<file path="src/rtl/life_frame_sched.sv">
// ---------------------------------------------------------------------------
// life_frame_sched
//
// Generation scheduler between the VGA scan-out timing and the life
// evolution engine. It paces generations in frames, fires a one-cycle start
// pulse at the engine, waits for the engine to report completion, and then
// flips the display/work buffer select at the next start of vertical sync,
// so scan-out never shows a half-written generation.
//
// Optional feature: define VIEW_LATCH_EN to add frame-latched view registers
// (shift_x, shift_y, scroll). They load from their *_in inputs only on a
// frame tick, so pan/zoom changes never tear mid-frame. Without the macro
// those ports do not exist.
//
// Ports:
//   clk            system/pixel clock
//   rst_n          asynchronous active-low reset
//   vsync          vertical sync from scan-out timing (active level = VSPP)
//   run            level, 1 = free-running evolution
//   step_req       one-cycle pulse, request exactly one generation
//   setting_status manual edit mode active, blocks new generations
//   period         frames per generation (0 behaves as 1)
//   engine_start   one-cycle pulse, engine begins a generation
//   engine_done    one-cycle pulse from engine, generation written
//   buf_sel        buffer read by scan-out; engine writes !buf_sel
//   gen_count      completed generations, wraps
//   busy           1 while a generation is starting, running or awaiting swap
//   overrun        sticky, a generation missed its frame slot
//   clr_overrun    pulse, clears overrun (a coincident set wins)
//   dbg_state      current scheduler state, for observation only
//
// Handshake: engine_start is a single-cycle pulse that hands the work buffer
// to the engine; the engine owns it until it returns a single-cycle
// engine_done. engine_done seen outside the running state is ignored.
// ---------------------------------------------------------------------------
module life_frame_sched #(
    parameter bit VSPP     = 1'b1,
    parameter int PERIOD_W = 8,
    parameter int GEN_W    = 32
) (
    input  logic                clk,
    input  logic                rst_n,
    input  logic                vsync,
    input  logic                run,
    input  logic                step_req,
    input  logic                setting_status,
    input  logic [PERIOD_W-1:0] period,
    output logic                engine_start,
    input  logic                engine_done,
    output logic                buf_sel,
    output logic [GEN_W-1:0]    gen_count,
    output logic                busy,
    output logic                overrun,
    input  logic                clr_overrun,
`ifdef VIEW_LATCH_EN
    input  logic [15:0]         shift_x_in,
    input  logic [15:0]         shift_y_in,
    input  logic [3:0]          scroll_in,
    output logic [15:0]         shift_x,
    output logic [15:0]         shift_y,
    output logic [3:0]          scroll,
`endif
    output logic [1:0]          dbg_state
);

    typedef enum logic [1:0] {
        ST_IDLE      = 2'd0,
        ST_START     = 2'd1,
        ST_BUSY      = 2'd2,
        ST_SWAP_WAIT = 2'd3
    } state_t;

    state_t              state_q, state_d;
    logic                vsync_q;
    logic                frame_tick_q;
    logic [PERIOD_W-1:0] frame_cnt_q, frame_cnt_d;
    logic                step_pend_q, step_pend_d;
    logic                buf_sel_q, buf_sel_d;
    logic [GEN_W-1:0]    gen_count_q, gen_count_d;
    logic                overrun_q, overrun_d;

    logic [PERIOD_W-1:0] eff_period;
    logic                start_entry;
    logic                swap_now;
    logic                overrun_set;

    assign eff_period = (period == '0) ? PERIOD_W'(1) : period;

    // Vsync leading-edge detect. The tick is registered, so it appears one
    // cycle after vsync is first sampled at its active level.
    always_ff @(posedge clk or negedge rst_n) begin
        if (!rst_n) begin
            vsync_q      <= ~VSPP;
            frame_tick_q <= 1'b0;
        end else begin
            vsync_q      <= vsync;
            frame_tick_q <= (vsync == VSPP) && (vsync_q != VSPP);
        end
    end

    // Next-state and Moore outputs.
    always_comb begin
        state_d      = state_q;
        start_entry  = 1'b0;
        swap_now     = 1'b0;
        engine_start = 1'b0;
        unique case (state_q)
            ST_IDLE: begin
                if (!setting_status &&
                    (step_pend_q || (run && (frame_cnt_q >= eff_period)))) begin
                    state_d     = ST_START;
                    start_entry = 1'b1;
                end
            end
            ST_START: begin
                engine_start = 1'b1;
                state_d      = ST_BUSY;
            end
            ST_BUSY: begin
                // Edit mode does not abort a running generation.
                if (engine_done) begin
                    state_d = ST_SWAP_WAIT;
                end
            end
            ST_SWAP_WAIT: begin
                // A tick in the same cycle as engine_done was consumed while
                // still in BUSY; the swap waits for the following tick.
                if (frame_tick_q) begin
                    swap_now = 1'b1;
                    state_d  = ST_IDLE;
                end
            end
            default: state_d = ST_IDLE;
        endcase
    end

    // Overrun compares the frame count before this tick's increment: the
    // slot is missed only if more whole frames than the period have elapsed.
    assign overrun_set = swap_now && (frame_cnt_q > eff_period);

    always_comb begin
        frame_cnt_d = frame_cnt_q;
        if (start_entry) begin
            frame_cnt_d = '0;
        end else if (frame_tick_q && (frame_cnt_q != '1)) begin
            frame_cnt_d = frame_cnt_q + 1'b1;
        end

        // A request arriving in the launch cycle is kept, so it produces one
        // more generation instead of being lost.
        step_pend_d = (step_pend_q && !start_entry) || step_req;

        buf_sel_d   = swap_now ? ~buf_sel_q : buf_sel_q;
        gen_count_d = swap_now ? gen_count_q + 1'b1 : gen_count_q;
        overrun_d   = overrun_set || (overrun_q && !clr_overrun);
    end

    always_ff @(posedge clk or negedge rst_n) begin
        if (!rst_n) begin
            state_q     <= ST_IDLE;
            frame_cnt_q <= '0;
            step_pend_q <= 1'b0;
            buf_sel_q   <= 1'b0;
            gen_count_q <= '0;
            overrun_q   <= 1'b0;
        end else begin
            state_q     <= state_d;
            frame_cnt_q <= frame_cnt_d;
            step_pend_q <= step_pend_d;
            buf_sel_q   <= buf_sel_d;
            gen_count_q <= gen_count_d;
            overrun_q   <= overrun_d;
        end
    end

    assign buf_sel   = buf_sel_q;
    assign gen_count = gen_count_q;
    assign overrun   = overrun_q;
    assign busy      = (state_q != ST_IDLE);
    assign dbg_state = state_q;

`ifdef VIEW_LATCH_EN
    logic [15:0] shift_x_q;
    logic [15:0] shift_y_q;
    logic [3:0]  scroll_q;

    always_ff @(posedge clk or negedge rst_n) begin
        if (!rst_n) begin
            shift_x_q <= '0;
            shift_y_q <= '0;
            scroll_q  <= '0;
        end else if (frame_tick_q) begin
            shift_x_q <= shift_x_in;
            shift_y_q <= shift_y_in;
            scroll_q  <= scroll_in;
        end
    end

    assign shift_x = shift_x_q;
    assign shift_y = shift_y_q;
    assign scroll  = scroll_q;
`endif

endmodule

</file>
<file path="config.mk">
export PLATFORM = sky130hd
export DESIGN_NAME = life_frame_sched
export DESIGN_NICKNAME = d
export VERILOG_FILES = /design/src/rtl/life_frame_sched.sv
export SDC_FILE = /design/constraint.sdc
export NUM_CORES = 1
export LEC_CHECK = 0
export CORE_ASPECT_RATIO = 1.1
export CORE_MARGIN = 2
export CORE_UTILIZATION = 46
export DETAILED_ROUTE_END_ITERATION = 12
export PLACE_DENSITY = 0.77
export SYNTH_ARGS = -nofsm -noshare
export SYNTH_HDL_FRONTEND = slang
export SYNTH_SLANG_ARGS = --single-unit
</file>
<file path="constraint.sdc">
create_clock -name clk -period 1.8 [get_ports clk]
set_input_delay 0.36 -clock clk [delete_from_list [all_inputs] [get_ports clk]]
set_output_delay 0.36 -clock clk [all_outputs]
set_load 0.05 [all_outputs]
</file>
* Word level (Yosys, flattened, before mapping) *
Index checks and enable logic that the tools add are counted.

word-level totals
  logic and storage cells = 51
  input bits = 16
  flip-flop bits (word level) = 47
  output and inout bits = 38

operators by class
  reduce and logical (&&, ||, !) cells = 18
  magnitude comparators = 2
  eq/ne operators = 7
  add/subtract/negate cells = 2
  bitwise logic cells = 2
  muxes and demuxes = 12

operators with widths
  kind                                                              number
  32-bit by 1-bit adder with 32-bit output (second input constant)  1
  8-bit 2-to-1 mux                                                  3
  8-bit by 1-bit adder with 8-bit output (second input constant)    1
  8-bit greater-or-equal comparator                                 1
  8-bit greater-than comparator                                     1
  8-bit zero test                                                   1
  8-bit != test (second input constant)                             1
  2-bit one-hot mux with 4 select lines                             1
  1-bit logical AND                                                 7
  2-bit 2-to-1 mux                                                  3
  2-bit != test (second input constant)                             3
  1-bit 2-to-1 mux                                                  5
  2-bit == test (second input constant)                             2
  2-bit nonzero test                                                2
  1-bit zero test                                                   3
  1-bit logical OR                                                  3
  3-bit AND reduction                                               1
  2-bit by 1-bit == test with 1-bit output (second input constant)  1
  2-bit zero test                                                   1
  1-bit NOT                                                         2

* Longest topological paths before layout *
  depth after elaboration = 11
  gate-level depth with buffers = 8

* Worst setup path after synthesis *
OpenSTA, ideal clock, no wires.

  path type = flip-flop to flip-flop
  from = reg state_q[0] (netlist: dbg_state[0])
  to = reg state_q[1] (netlist: dbg_state[1])
  buffers on the path = 0
  data arrival time = 2207 ps
  cell stages (with the launch flop) = 7
  clock period less this slack = 2332 ps
  setup slack = -532 ps
  required time = 1675 ps
  path through = dfrtp_1 > inv_1 > ha_1 > a22o_1 > or2_2 > o32ai_1 > mux2_2

on the way
  cells in the longest elaborated chain, start to end = 3
  elaborated cells between the ends (all ways) = 9
  those cells by class = 6 x eq/ne; 1 x mux; 2 x reduce/logical

RTL lines
  element                                           RTL line  text
  start, declared                                   73        state_t state_q, state_d;
  start signal, assigned                            167       state_q <= state_d;
  2-bit == test or 2-bit zero test (tied branches)  107       unique case (state_q)
  2-bit != test (no source line)                    n/a
  3-bit AND reduction (no source line)              n/a

Parallel ways exist; a longest one is shown, timed or not.
A chain may end at the register's enable or synchronous reset.

* Worst setup path in the final report *
  from = reg frame_cnt_q[4]
  to = reg state_q[1] (netlist: dbg_state[1])

on the way
  cells in the longest elaborated chain, start to end = 6

RTL lines
  element                               RTL line  text
  start, declared                       76        logic [PERIOD_W-1:0] frame_cnt_q, frame_cnt_d;
  start signal, assigned                168       frame_cnt_q <= frame_cnt_d;
  8-bit greater-or-equal comparator     110       (step_pend_q || (run && (frame_cnt_q >= eff_period)))) begin
  1-bit logical AND                     110
  1-bit logical OR                      110
  1-bit logical AND                     109       if (!setting_status &&
  2-bit != test (no source line)        n/a
  3-bit AND reduction (no source line)  n/a

Every way passes these cells.

==> impl_results.md <==
* Status: finished, violations left
* Failing checks: negative setup slack
* Synth unique cells at 39
* VDD IR max at 1.20 mV
* Sw power at 0.00156 W
* Fmax at 520 MHz
* CTS buffer count at 5
* Vias per inst at 5.25
* Commonest non-fill, non-tap cells in the layout: 83 x buf_4, 32 x dfrtp_1, 23 x xnor2_1, 16 x nor2_1, 15 x dfrtp_2
* DR DRC count at 0
* FF-to-FF path depth at 6
* Final instance area at 3780 um2
* Ratio of cells with drive above 1 in the final layout at 51.5%
* Leakage Power at 1.77 nW
* Routability Congestion at 0.809
* Clk buf depth at 2
* Syn Nets at 262
* Data arrival time of the worst path at 2110 ps
* Final Cycle Share at 107%
* Final setup vio count at 3
* Global route total overflow at 0
* Switching Share at 37.7%
* Pwr Total at 0.00413 W
* Worst Tran Pin Value at 425 ps
* ANT nets after route at 0
* Ant diodes at 0
* DP Area at 3390 um2
* Cell Chain, Critical Path: ha_1 -> a211oi_2 -> nor2_2 -> nor4_4 -> o32ai_4 -> mux2_4
* Synth Area per Inst at 10.7 um2
* Initial core utilization at 48.3%
* WL per Instance at 15.3 um
* Worst Clk Skew at 14.7 ps
* Crit path capture type: flip-flop
* Synth warn at 0
* Vias after detailed routing at 2165
* WP buf/inv at 0
* Pin count of the biggest net entering global routing at 48
* Die Y at 80.8 um
* CP max FO at 3
* Cell taking the most area after synthesis: dfrtp_1
* Placed insts at 392
* Number of antenna violations at the first check in global routing at 0
* R2r setup slk at -120 ps
* Setup tns final at -220 ps
* Worst Hold Class: primary input to asynchronous set/reset pin
* R2r endpoint: dbg_state[1]$_DFFE_PN0P_
* PnR worst setup slack at -121 ps
* Worst setup SP type: flip-flop
* Slowest CP cell: dfrtp_1
* Synth top area cells: dfrtp_1 48%, xnor2_1 8.5%, ha_1 7.6%
* Reg2reg start: frame_cnt_q[4]$_DFFE_PN0P_
* # port buffers at 53
* Die area at 5960 um2
* Seq cells post-synth at 47
* Mapped Cells at 231
* Die Wd at 73.8 um
* Drt pass-1 iters at 4
* Vias in the first global route at 2124
* Worst Path Class, Setup: flip-flop to flip-flop
* Row count at 27
* Seq pwr share at 32.7%
* WHS at 17.1 ps
* Top Ports at 54
* 1st-iter DRT viols at 125
* Clock root cell: clkbuf_8
* Int Power at 0.00258 W
* Predominant post-synthesis flop cell: dfrtp_1
* Clock latency at the later pin of the worst-skew pair at 310 ps
* Clock Sink Count at 47
* Synth-to-Final Area Change at 53.5%
* Most common cell after layout, fill and taps aside: buf_4
* Crit-path leading delay family: simple AND/OR/NAND/NOR gates
* Layout Cells excl Fill at 412
* Max cap viols at 0
* Power share of the combinational group at 48.1%
* Slew HR at 71.4%
* CTS tree: built
* Post-synth EDFFs at 0
* Clock Pin Slew Worst Setup and Hold Paths at 90 ps
* HPWL Detailed at 4160 um
* Register area share after synthesis at 47.7%
* Pwr dens at 1090 nW/um2
* First-pass GRT wire length at 9780 um
* Synthesized area at 2460 um2
* Critical path's largest stage delay at 410 ps
* Worst endpoint required time at 1990 ps
* Synth top area share at 47.7%
* Unrepaired setup endpoints after global routing: true
* H-tree lvl count at 2
* Pins Over Slew Limit at 0
* Ys async rst share at 100%
* All-Layer GR Usage at 21.1%
* Tmin final at 1920 ps
* Routed wire length at 6320 um
* Core Box Area at 5100 um2
* Final nets at 370
* Endpoints failing hold at 0
* Clock network power share at 19.2%
Yosys cell counts (4+ instances only):
library cell  number
dfrtp_1           47
xnor2_1           24
nor2_1            22
nand3_1           17
ha_1              15
inv_1             15
nand2_1           15
xor2_1            13
nand4_1            8
nor4_1             5
and3_2             4
nor3_2             4
o21ai_0            4
power groups by stage:
stage / clock network [W] / registers, W / logic [W]
after floorplan: 0 / 0.00165 / 0.000680
after global placement: 0 / 0.00135 / 0.00162
after detailed placement: 0 / 0.00135 / 0.00166
after CTS: 0.000807 / 0.00134 / 0.00182
after global routing: 0.000854 / 0.00137 / 0.00214
final: 0.000794 / 0.00135 / 0.00199
state kept, by name, summed over array words and instances (netlist names):
name / cells
overrun: 1
frame_tick_q: 1
gen_count: 32
dbg_state: 2
frame_cnt_q: 8
step_pend_q: 1
vsync_q: 1
buf_sel: 1
per-stage QoR:
step                      setup slack (ps)  util (%)
after floorplan                       -218         -
after detailed placement              -763      66.4
final                                 -121      74.2
after CTS                             -116      71.0
after global routing                  -194      74.2
after global placement                -696      66.4
worst max path at each step:
| stage | start | endpoint | slack [ps] | cells after the start |
|---|---|---|---|---|
| 4_1_cts | frame_cnt_q[5]$_DFFE_PN0P_ | dbg_state[1]$_DFFE_PN0P_ | -120 | 6 |
| 2_1_floorplan | gen_count[5]$_DFFE_PN0P_ | gen_count[31]$_DFFE_PN0P_ | -220 | 6 |
| 6_report | frame_cnt_q[4]$_DFFE_PN0P_ | dbg_state[1]$_DFFE_PN0P_ | -120 | 6 |
| 3_3_place_gp | period[4] | dbg_state[1]$_DFFE_PN0P_ | -700 | 9 |
| 3_5_place_dp | period[7] | dbg_state[1]$_DFFE_PN0P_ | -760 | 9 |
| 5_1_grt | frame_cnt_q[4]$_DFFE_PN0P_ | dbg_state[1]$_DFFE_PN0P_ | -190 | 6 |
routing by layer:
metal / vias up / global-route usage [%] / routed length, um
met5: - / 0 / 0
met4: 0 / 7.45 / 178
met3: 17 / 4.09 / 269
met2: 71 / 35.9 / 3290
met1: 1068 / 26.7 / 2580
li1: 1009 / - / -
area by class of cell:
type | instances | area [um2]
inverters | 15 | 56.3
multi-input cells | 167 | 1500
repair buffers | 103 | 823
well taps | 72 | 90.1
flip-flops and latches | 47 | 1190
clock buffers | 5 | 68.8
clock inverters | 3 | 46.3
fillers | 346 | 1320
cell families after synthesis:
family / Yosys count / share of synthesized area (%)
mux: 4 / 1.73
buf+inv: 17 / 3.20
simple gates: 94 / 21.9
compound gates: 17 / 4.72
flops: 47 / 47.7
xor+xnor: 37 / 13.1
fa+ha+maj: 15 / 7.61
what timing repair did:
action | CTS | global route
pin swaps | 13 | 19
setup buffers | 8 | 6
setup endpoints to repair | 12 | 24
cloned | 0 | 0
gates resized for setup | 34 | 32
hold buffers | 0 | 0
worst reg2reg max path: stages, from the launching register on:
cell and delay, ps:
dfrtp_1 410, ha_1 220, a211oi_2 270, nor2_2 110
nor4_4 350, o32ai_4 140, mux2_4 300
No activity file was read; power rests on OpenSTA's default activity.
